===== src/rtl/itch_length_framer.sv =====
// Length-prefix framer: strips 2-byte big-endian length headers, forwards payload with a forced idle gap,
// drops zero/oversize frames. Optional statistics counters built only when FRAMER_STATS_EN is defined.
module itch_length_framer #(
    parameter int MAX_MSG_LEN = 64,
    parameter int GAP_CYCLES  = 1,
    parameter int CNT_W       = 32
) (
    input  logic             clk,
    input  logic             rst,
    input  logic [7:0]       s_data,
    input  logic             s_valid,
    output logic             s_ready,
    output logic [7:0]       byte_out,
    output logic             valid_out,
    output logic             msg_start,
    output logic             msg_end,
    output logic [15:0]      msg_len,
    output logic             frame_err,
    output logic [CNT_W-1:0] msg_count,
    output logic [CNT_W-1:0] drop_count
);

    typedef enum logic [2:0] {LEN_HI, LEN_LO, PAYLOAD, DROP, GAP} state_t;

    state_t      state, state_nxt;
    logic [7:0]  len_hi;
    logic [15:0] remaining;
    logic [3:0]  gap_cnt;
    logic        first;
    logic        xfer;
    logic [15:0] len_full;
    logic        len_bad;

    assign len_full = {len_hi, s_data};
    assign len_bad  = (len_full == 16'd0) || (len_full > 16'(MAX_MSG_LEN));
    assign xfer     = s_valid && s_ready;

    always_ff @(posedge clk or posedge rst) begin
        if (rst) state <= LEN_HI;
        else     state <= state_nxt;
    end

    always_comb begin
        state_nxt = state;
        case (state)
            LEN_HI:  if (xfer) state_nxt = LEN_LO;
            LEN_LO:  if (xfer) begin
                         if (len_full == 16'd0)                    state_nxt = LEN_HI;
                         else if (len_full > 16'(MAX_MSG_LEN))     state_nxt = DROP;
                         else                                      state_nxt = PAYLOAD;
                     end
            PAYLOAD: if (xfer && remaining == 16'd1) state_nxt = GAP;
            DROP:    if (xfer && remaining == 16'd1) state_nxt = LEN_HI;
            GAP:     if (gap_cnt == 4'd0) state_nxt = LEN_HI;
            default: state_nxt = LEN_HI;
        endcase
    end

    // Ready depends only on registered state, never on s_valid.
    always_comb begin
        s_ready = !rst && (state != GAP);
    end

    always_ff @(posedge clk or posedge rst) begin
        if (rst) begin
            len_hi    <= 8'd0;
            remaining <= 16'd0;
            gap_cnt   <= 4'd0;
            first     <= 1'b0;
            byte_out  <= 8'd0;
            valid_out <= 1'b0;
            msg_start <= 1'b0;
            msg_end   <= 1'b0;
            msg_len   <= 16'd0;
            frame_err <= 1'b0;
        end else begin
            valid_out <= 1'b0;
            msg_start <= 1'b0;
            msg_end   <= 1'b0;
            frame_err <= 1'b0;
            case (state)
                LEN_HI: if (xfer) len_hi <= s_data;
                LEN_LO: if (xfer) begin
                    remaining <= len_full;
                    first     <= 1'b1;
                    frame_err <= len_bad;
                    if (!len_bad) msg_len <= len_full;
                end
                PAYLOAD: if (xfer && remaining != 16'd0) begin
                    byte_out  <= s_data;
                    valid_out <= 1'b1;
                    msg_start <= first;
                    first     <= 1'b0;
                    msg_end   <= (remaining == 16'd1);
                    remaining <= remaining - 16'd1;
                    if (remaining == 16'd1) gap_cnt <= 4'(GAP_CYCLES - 1);
                end
                DROP: if (xfer && remaining != 16'd0) remaining <= remaining - 16'd1;
                GAP:  if (gap_cnt != 4'd0) gap_cnt <= gap_cnt - 4'd1;
                default: ;
            endcase
        end
    end

`ifdef FRAMER_STATS_EN
    logic [CNT_W-1:0] msg_cnt_q, drop_cnt_q;

    // Both counters saturate at all-ones.
    always_ff @(posedge clk or posedge rst) begin
        if (rst) begin
            msg_cnt_q  <= '0;
            drop_cnt_q <= '0;
        end else begin
            if (msg_end && !(&msg_cnt_q))    msg_cnt_q  <= msg_cnt_q + CNT_W'(1);
            if (frame_err && !(&drop_cnt_q)) drop_cnt_q <= drop_cnt_q + CNT_W'(1);
        end
    end

    assign msg_count  = msg_cnt_q;
    assign drop_count = drop_cnt_q;
`else
    assign msg_count  = '0;
    assign drop_count = '0;
`endif

endmodule


===== config.mk =====
export PLATFORM = sky130hd
export DESIGN_NAME = itch_length_framer
export DESIGN_NICKNAME = d
export VERILOG_FILES = /design/src/rtl/itch_length_framer.sv
export SDC_FILE = /design/constraint.sdc
export NUM_CORES = 1
export LEC_CHECK = 0
export CORE_UTILIZATION = 48
export CTS_CLUSTER_DIAMETER = 50
export DETAILED_ROUTE_END_ITERATION = 8
export GPL_TIMING_DRIVEN = 0
export PLACE_DENSITY_LB_ADDON = 0.25
export SYNTH_ARGS = -nofsm -noshare
export SYNTH_HDL_FRONTEND = slang
export SYNTH_SLANG_ARGS = --single-unit

===== constraint.sdc =====
create_clock -name clk -period 2.88 [get_ports clk]
set_input_delay 0.432 -clock clk [delete_from_list [all_inputs] [get_ports clk]]
set_output_delay 0.432 -clock clk [all_outputs]
set_load 0.02 [all_outputs]

---- Word level (Yosys, flattened, before mapping) ----
Cells that the tools add are included.
cells by class
  add/subtract/negate cells ............... 2
  $lt $le $gt $ge ......................... 1
  equality and inequality tests ........... 15
  mux-type cells .......................... 26
  bitwise gates (word level) .............. 1
  reduce and logical (&&, ||, !) cells .... 22
operators with widths
  cell                   count
  $mux 16                2
  $pmux 16 s2            1
  $eq 16x1->1 const B    1
  $gt 16x7->1 const B    1
  $logic_not 16->1       1
  $ne 2x2->1 const B     8
  $reduce_bool 16->1     1
  $sub 16x1->16 const B  1
  $mux 3                 5
  $pmux 3 s5             1
  $mux 4                 3
  $mux 1                 11
  $reduce_and 3->1       3
  $pmux 4 s2             1
  $eq 3x2->1 const B     2
  $reduce_bool 2->1      3
  $reduce_and 5->1       1
  $logic_and 1x1->1      4
  $logic_not 4->1        1
  $reduce_and 2->1       2
  $reduce_and 4->1       1
  $reduce_bool 4->1      1
  $sub 4x1->4 const B    1
  $eq 3x1->1 const B     1
  10 further kinds       10
word-level totals
  flip-flop bits (word level) ............. 60
  input bits .............................. 11
  output and inout bits ................... 93
  word-level logic and storage cells ...... 78

---- Depth between registers and ports, before layout ----
Gate-level depths: netlist of the first run.
  depth in word-level cells ............... 6
  gate-level depth with buffers ........... 8
  depth with buffers taken out ............ 6

---- Worst setup path before layout of the first run ----
OpenSTA, ideal clock, no wires.
  kind .................................... register to register
  start point ............................. reg remaining[0]
  end point ............................... reg byte_out[0]
  setup time .............................. 125 ps
  data arrival time ....................... 1865 ps
  required time ........................... 2755 ps
  path slack .............................. 890 ps
  cell stages (with the launch flop) ...... 9
  buffers on the path ..................... 2
  clock period less this slack ............ 1990 ps
  cells stage by stage .................... dfrtp_1 -> inv_1 -> ha_1 -> nor4b_1 -> and4_1 -> buf_2 -> or2_1 -> buf_4 -> mux2_2
between the ends
  word-level cells in the longest chain between the ends .. 3
RTL lines
  what                               RTL line  text
  from (decl)                        27        logic [15:0] remaining;
  from (signal assigned)             84        remaining <= len_full;
  from (signal assigned)             95        remaining <= remaining - 16'd1;
  from (signal assigned)             98        DROP: if (xfer && remaining != 16'd0) remaining <= remaining - 16'd1;
  $reduce_bool 16->1                 89        PAYLOAD: if (xfer && remaining != 16'd0) begin
  $logic_and 1x1->1                  89
  $reduce_and 2->1 (no source line)  -
  to (signal assigned)               90        byte_out <= s_data;
  to (decl)                          13        output logic [7:0] byte_out,
No other way between the ends.
A chain may end at the register's enable or synchronous reset.

---- Final worst setup path of the first run ----
  start point ............................. reg state[2]
  end point ............................... out s_ready
between the ends
  word-level cells in the longest chain between the ends .. 2
RTL lines
  what                    RTL line  text
  from (decl)             25        state_t state, state_nxt;
  from (signal assigned)  40        else state <= state_nxt;
  $ne 3x3->1              61        s_ready = !rst && (state != GAP);
  $logic_and 1x1->1       61
  to (decl)               12        output logic s_ready,
No other way between the ends.

==> flow_summary.ini, run 1 <==
[clocking]
post_cts_buffers = 0
cts_sinks = 60
cts_resized = 0
htree_levels = 3
hold_buffers = 0
root_buffer = clkbuf_8
clk_pin_slew_worst_paths_ns = 0.07
clockBufferDepth = 2
cts_tree = built
cts-buffers-inserted = 9
clock_latency_ns = 0.34

[global_routing]
track_usage = 0.218
grt_pass1_vias = 2608
antenna_found_initial = 0
grt_max_degree = 36
grt_pass1_wl_mm = 12.7
grt_overflow = 0

[final_layout]
diodes = 0
drive_gt1_frac = 0.263
finish.utilization = 0.648
area_delta_synth_final_pct = 28.2
final_nets = 473
postLayoutCellArea_um2 = 4500

[logic_synthesis]
syn-cell-area_um2 = 3510
yosys-top-cells-area = dfrtp_1 (43%), buf_4 (14%), mux2_2 (7.1%), o221ai_1 (3.0%), nand2_1 (2.6%)
synth-warning-count = 0
yosysUniqueCellTypes = 55
synthCells = 344
syn_area_per_cell_um2 = 10.2
postSynth.asyncResetShare = 1.00
synth_edf_count = 0
synth_top_area_cell = dfrtp_1
netlist.area_leader.share = 0.428
ys_ff_latch = 60
ys.flop_type = dfrtp_1
seq_area_frac_synth = 0.428

[sta]
fin_skew_ns = 0.0138
finalCritPeriodShare = 0.896
max_freq_ghz = 0.388
slew_headroom = 0.420
min_period_ns = 2.58
worst_pin_slew_ns = 0.863
slew_viol_final = 0
holdWs_ns = 0.490
setup_violations = 0
hold_viol = 0
rsz0062_at_grt = false

[placement]
place_area_um2 = 4280
gp_congestion = 0.890
portBuffers = 39
place_hpwl_mm = 5.76

[critical_path]
arrival_ns = 2.15
worst_setup_path_start_kind = flip-flop
cp_max_fo = 8
crit_type = reg -> out
crit_required_ns = 2.45
crit_path_end_kind = output port

[detailed_routing]
vias_per_cell = 4.96
vias = 2770
drt_iter0_drc = 152
wl_mm = 7.83
avgRoutedWirePerCell_um = 14.0
remaining_drc_errors = 0
drtAntennaViolNets = 0
first_pass_iters = 4

[floorplan]
rows = 30
initial_core_util = 0.505
die-width_um = 87.5
io_pins = 104
coreArea_um2 = 6940
die_h_um = 87.5
dieArea_um2 = 7660

[outcome]
status = finished, final reports clean

[power]
irDropWorstVdd_uv = 575
p_per_area_nw_per_um2 = 726
p_leak_nw = 2.10

[min_path]
hp-class = reg -> reg

[flow_run]
maxCapViolations = 0
[critical path, cell delays in order (launching register included)]
cell and delay (ns):
dfrtp_1 0.33, clkbuf_1 0.30, nor3b_1 0.55, nor2_1 0.08
clkdlybuf4s50_1 0.55
[where the power goes]
group | switching (W) | internal, W | total, W
sequential | 0.000190 | 0.00106 | 0.00125
clock | 0.000363 | 0.000491 | 0.000854
combinational | 0.000641 | 0.000521 | 0.00116
[worst paths after layout]
check                        startpoint           end  slack, ns  cells past startpoint
max reg2reg                remaining[0]  remaining[5]       0.53                      8
min reg2reg                  msg_len[0]    msg_len[0]       0.49                      1
min in group asynchronous           rst      state[0]       0.56                      2
max in group asynchronous           rst    msg_len[7]       1.74                      3
max                            state[2]       s_ready       0.30                      4
min                          msg_len[0]    msg_len[0]       0.49                      1
[synth_stat cells (3+ instances only)]
cell	count
buf_4	65
dfrtp_1	60
nand2_1	24
mux2_2	22
nor2_1	13
o221ai_1	12
nor2b_1	11
a21oi_1	10
inv_1	9
nor3_1	9
buf_2	8
o21ai_0	8
nand3_1	7
clkbuf_1	6
o211ai_1	6
o311ai_0	6
nand4_1	5
nor4_1	5
ha_1	4
nand2b_1	4
nor3b_1	4
buf_1	3
nor4b_1	3
o31a_1	3
[flip-flops by register name, summed over array words and instances, names as in the netlist]
name       flops
state          3
frame_err      1
msg_end        1
valid_out      1
remaining     16
msg_start      1
byte_out       8
msg_len       16
first          1
len_hi         8
gap_cnt        4
[cell usage in the layout, fill, tap and decap left out, types with 7 or more instances in the layout]
cell type / Yosys / final
buf_4: 65 / 65
conb_1: 1 / 64
dfrtp_1: 60 / 60
clkdlybuf4s50_1: 0 / 39
nand2_1: 24 / 24
mux2_2: 22 / 22
nor2_1: 13 / 13
o221ai_1: 12 / 12
nor2b_1: 11 / 11
a21oi_1: 10 / 10
nor3_1: 9 / 9
clkbuf_8: 0 / 9
inv_1: 9 / 8
buf_2: 8 / 8
o21ai_0: 8 / 8
nand3_1: 7 / 7
[per-layer routing]
metal	track usage	share of wire
met4	0.0715	0.014
met1	0.289	0.44
met3	0.0559	0.076
met5	0	0
met2	0.348	0.47
[per-stage QoR]
stage | cells | TNS, ns | setup WS, ns | power, W
after floorplan | 407 | 0 | 0.890 | 0.00204
after global placement | 542 | -14.40 | -0.244 | 0.00237
after detailed placement | 543 | 0 | 0.0840 | 0.00241
after CTS | 559 | 0 | 0.299 | 0.00327
after global routing | 559 | 0 | 0.117 | 0.00345
final | 559 | 0 | 0.301 | 0.00327
[area by class of cell]
type / count / area, um^2
buffer: 83 / 573
clock buffer: 9 / 124
clock inverter: 7 / 98.8
fill: 577 / 2450
inverter: 9 / 33.8
multi-input combinational: 255 / 1640
sequential: 60 / 1500
tap: 96 / 120
timing repair buffer: 40 / 410
[logic make-up after synthesis]
| logic type | share of synthesized area |
|---|---|
| AO/OA/AOI/OAI | 0.133 |
| XOR/XNOR | 0.00499 |
| adder cells (fa/ha/maj) | 0.0143 |
| buffers and inverters | 0.173 |
| other | 0.00107 |
| flip-flops | 0.428 |
| AND/OR/NAND/NOR | 0.169 |
| multiplexers | 0.0767 |
No activity file was read; power rests on OpenSTA's default activity.
==> inputs of run 2 (changes only) <==
--- a/config.mk
+++ b/config.mk
@@ -5,11 +5,13 @@
 export SDC_FILE = /design/constraint.sdc
 export NUM_CORES = 1
 export LEC_CHECK = 0
-export CORE_UTILIZATION = 48
+export CORE_UTILIZATION = 50
 export CTS_CLUSTER_DIAMETER = 50
 export DETAILED_ROUTE_END_ITERATION = 8
+export DONT_BUFFER_PORTS = 1
 export GPL_TIMING_DRIVEN = 0
 export PLACE_DENSITY_LB_ADDON = 0.25
+export SLEW_MARGIN = 5
 export SYNTH_ARGS = -nofsm -noshare
 export SYNTH_HDL_FRONTEND = slang
 export SYNTH_SLANG_ARGS = --single-unit
==> flow_summary.ini, run 2 (synthesized netlist as in run 1, its figures left out) <==
[final_layout]
final_common_cell = buf_4
nFillCells = 600
largest_registers = msg_len x16, remaining x16
fin_cells = 520
drive_gt1_frac = 0.288
area_delta_synth_final_pct = 16.6
final_cell_mix = buf_4 (65), conb_1 (64), dfrtp_1 (60)
regArea_um2 = 1500
multi_input_area_um2 = 1640
final_nets = 434
diodes = 0

[clocking]
cts_sinks = 60
clk_pin_slew_worst_paths_ns = 0.08
htree_levels = 3
cts_resized = 0
hold_buffers = 0
post_cts_buffers = 0
clockBufferDepth = 2
cts-buffers-inserted = 9
cts_tree = built
root_buffer = clkbuf_8
clock_latency_ns = 0.35

[power]
p_leak_nw = 1.95
irDropWorstVdd_uv = 533
p_total_w = 0.00304
p_per_area_nw_per_um2 = 744

[global_routing]
grt_max_degree = 34
grt_pass1_wl_mm = 12.0
grt_pass1_vias = 2459
track_usage = 0.211
antenna_found_initial = 0
grt_overflow = 0

[detailed_routing]
wl_mm = 7.22
vias_per_cell = 5.07
remaining_drc_errors = 0
drt_iter0_drc = 236
first_pass_iters = 4
avgRoutedWirePerCell_um = 13.9
drtAntennaViolNets = 0
vias = 2638

[placement]
gp_congestion = 0.887
post-place-ws_ns = 0.580
dp.cells = 504
place_hpwl_mm = 5.24
portBuffers = 0

[sta]
slew_viol_final = 0
min_period_ns = 2.30
rsz0062_at_grt = false
finalCritPeriodShare = 0.798
setup_ws_ns = 0.583
slew_headroom = 0.374
setup_violations = 0
fin_skew_ns = 0.00796
hold_viol = 0
max_freq_ghz = 0.435
tns_ns = 0
worst_pin_slew_ns = 0.931

[floorplan]
die-width_um = 85.8
dieArea_um2 = 7360
rows = 30
initial_core_util = 0.516
coreArea_um2 = 6790
die_h_um = 85.8
io_pins = 104

[critical_path]
rr_startpoint = remaining[0]
crit_type = reg -> reg
crit_path_end_kind = flip-flop
crit_required_ns = 3.09
worst_setup_path_start_kind = flip-flop
arrival_ns = 2.50
critPathLaunch = remaining[0]
cp_max_fo = 10

[outcome]
status = finished, final reports clean

[flow_run]
maxCapViolations = 0

[min_path]
hp-class = in -> async
-- run 2: changes by cell type in the layout (fill, tap and decap cells not counted), sizes merged --
| cell | previous run | this run |
|---|---|---|
| bufinv | 2 | 1 |
| clkdlybuf4s50 | 39 | 0 |
| clkinvlp | 1 | 0 |
| inv | 10 | 12 |
-- run 2: through the flow --
| step | utilization | cell area (um^2) | hold slack [ns] |
|---|---|---|---|
| 2_1_floorplan | - | 3740 | 0.466 |
| 3_3_place_gp | 0.569 | 3860 | 0.480 |
| 3_5_place_dp | 0.572 | 3880 | 0.481 |
| 4_1_cts | 0.602 | 4090 | 0.108 |
| 5_1_grt | 0.602 | 4090 | 0.149 |
| 6_report | 0.602 | 4090 | 0.0838 |
-- run 2: report_power, final --
part / switching, W / internal [W] / leakage (nW)
Clock: 0.000385 / 0.000413 / 0.105
Combinational: 0.000501 / 0.000400 / 1.13
Sequential: 0.000286 / 0.00106 / 0.716
Total: 0.00117 / 0.00187 / 1.95
-- run 2: critical path, stage by stage (launching register included) --
cell      delay [ns]
dfrtp_1         0.50
inv_1           0.11
ha_1            0.26
nor4b_1         0.15
and4_1          0.19
buf_2           0.16
nor2_1          0.17
clkbuf_1        0.42
o221ai_1        0.20
-- run 2: final timing paths --
kind,end,slack (ns),cells past startpoint
max in group asynchronous,msg_len[2],2.20,2
min in group clk,len_hi[4],0.23,1
hold / removal,remaining[14],0.08,1
setup / recovery,remaining[6],0.58,8
hold reg to reg,msg_start,0.49,2
setup reg to reg,remaining[6],0.58,8
-- run 2: per-layer routing --
metal / share of wire / global-route usage / up-vias / wire length (um)
li1: - / - / 1260 / -
met5: 0 / 0 / - / 0
met3: 0.091 / 0.0472 / 13 / 659
met4: 0.019 / 0.0879 / 0 / 139
met1: 0.44 / 0.289 / 1234 / 3150
met2: 0.45 / 0.325 / 131 / 3270
-- run 2: cell type report --
class / count / area share
plain buffers: 83 / 0.140
clock buffers: 9 / 0.0303
clock inverters: 7 / 0.0202
inverters: 9 / 0.00826
multi-input cells: 255 / 0.400
flip-flops and latches: 60 / 0.367
well taps: 96 / 0.0294
repair buffers: 1 / 0.00489
==> inputs of run 3 (changes only) <==
==> constraint.sdc (replaced) <==
create_clock -name clk -period 2.1 [get_ports clk]
set_input_delay 0.315 -clock clk [delete_from_list [all_inputs] [get_ports clk]]
set_output_delay 0.315 -clock clk [all_outputs]
set_load 0.02 [all_outputs]
==> flow_summary.ini, run 3 (synthesized netlist as in run 1, its figures left out) <==
[outcome]
status = finished, final reports clean

[global_routing]
track_usage = 0.213
grt_pass1_vias = 2492
grt_overflow = 0
antenna_found_initial = 0
grt_max_degree = 34
grt_pass1_wl_mm = 12.0

[clocking]
clockBufferDepth = 2
clock_latency_ns = 0.35
clk_pin_slew_worst_paths_ns = 0.08
cts_sinks = 60
cts-buffers-inserted = 9
cts_tree = built
root_buffer = clkbuf_8
htree_levels = 3

[final_layout]
diodes = 0
finish.utilization = 0.620
area_delta_synth_final_pct = 20.1
drive_gt1_frac = 0.333
final_cell_mix = buf_4 (73), conb_1 (64), dfrtp_1 (59)
largest_registers = msg_len x16, remaining x16
postLayoutCellArea_um2 = 4210
final_nets = 442
final_common_cell = buf_4
nFillCells = 582

[sta]
fin_skew_ns = 0.00980
max_freq_ghz = 0.481
slew_viol_final = 0
finalCritPeriodShare = 0.990
tns_ns = 0
worst_pin_slew_ns = 0.880
setup_ws_ns = 0.0220
hold_viol = 0
setup_violations = 0
slew_headroom = 0.409
rsz0062_at_grt = true
min_period_ns = 2.08

[flow_run]
maxCapViolations = 0

[critical_path]
arrival_ns = 2.31
rr_startpoint = remaining[8]
critPathLaunch = remaining[8]
crit_type = reg -> reg
cp_max_fo = 10
crit_required_ns = 2.33
r2r_cells = 6
worst_setup_path_start_kind = flip-flop
ff2ff_setup_slack_ns = 0.02
crit_path_end_kind = flip-flop

[floorplan]
die-width_um = 85.8
rows = 30
die_h_um = 85.8
initial_core_util = 0.516
coreArea_um2 = 6790
dieArea_um2 = 7360
io_pins = 104

[detailed_routing]
drt_iter0_drc = 236
wl_mm = 7.43
first_pass_iters = 4
avgRoutedWirePerCell_um = 14.1
drtAntennaViolNets = 0
vias = 2656
vias_per_cell = 5.03
remaining_drc_errors = 0

[power]
p_leak_nw = 2.01
p_total_w = 0.00427
irDropWorstVdd_uv = 728
p_per_area_nw_per_um2 = 1010

[placement]
portBuffers = 0
place_hpwl_mm = 5.24
gp_congestion = 0.887
post-place-ws_ns = -0.200
place_area_um2 = 3880

[min_path]
min-delay-start = s_data[4]
hp-class = in -> reg
holdPathStages = 1
==> run 3: cell types whose count changed in the layout (fill, tap and decap cells not counted), sizes merged <==
cell,delta
clkbuf,+1
buf,+6
dlygate4sd3,+1
==> run 3: routing by layer <==
layer | GRT usage | share of wire | up-vias
li1 | - | - | 1274
met1 | 0.288 | 0.43 | 1248
met2 | 0.328 | 0.46 | 126
met3 | 0.0472 | 0.094 | 8
met4 | 0.0955 | 0.010 | 0
met5 | 0 | 0 | -
==> run 3: where the power goes <==
group | switching (W) | internal, W | total (W)
Clock | 0.000527 | 0.000566 | 0.00109
Sequential | 0.000381 | 0.00146 | 0.00184
Combinational | 0.000748 | 0.000594 | 0.00134
Total | 0.00166 | 0.00262 | 0.00427
==> run 3: through the flow <==
step	hold WS (ns)	cells
after floorplan	0.450	407
after global placement	0.450	503
after detailed placement	0.364	504
after CTS	0.105	522
after global routing	0.109	528
final	0.109	528
==> run 3: cell type report <==
type                    count  area, um^2  share of cell area
multi-input cells         255        1680               0.399
flip-flops and latches     60        1500               0.357
plain buffers              83         587               0.139
clock buffers               9         124              0.0294
well taps                  96         120              0.0285
clock inverters             7        82.6              0.0196
repair buffers              9        82.6              0.0196
inverters                   9        33.8             0.00802
==> run 3: final timing paths <==
check,end
setup / recovery,byte_out[3]
hold / removal,len_hi[4]
setup reg to reg,byte_out[3]
hold reg to reg,msg_start
max in group asynchronous,msg_len[10]
min in group asynchronous,remaining[0]
==> run 3: worst max-delay path, stage by stage, from the launching register on <==
cell,delay [ns]
dfrtp_1,0.47
nor4_4,0.45
and4_1,0.25
buf_4,0.16
or2_4,0.14
buf_6,0.14
mux2_2,0.34
==> run 3: repair_timing <==
action                                 in CTS  in global routing
resized for setup                           9                 12
pin swaps                                   1                  3
setup endpoints to repair                  21                 26
endpoints found under the hold margin      30                  0
setup buffers                               1                  6
hold buffers                                1                  0
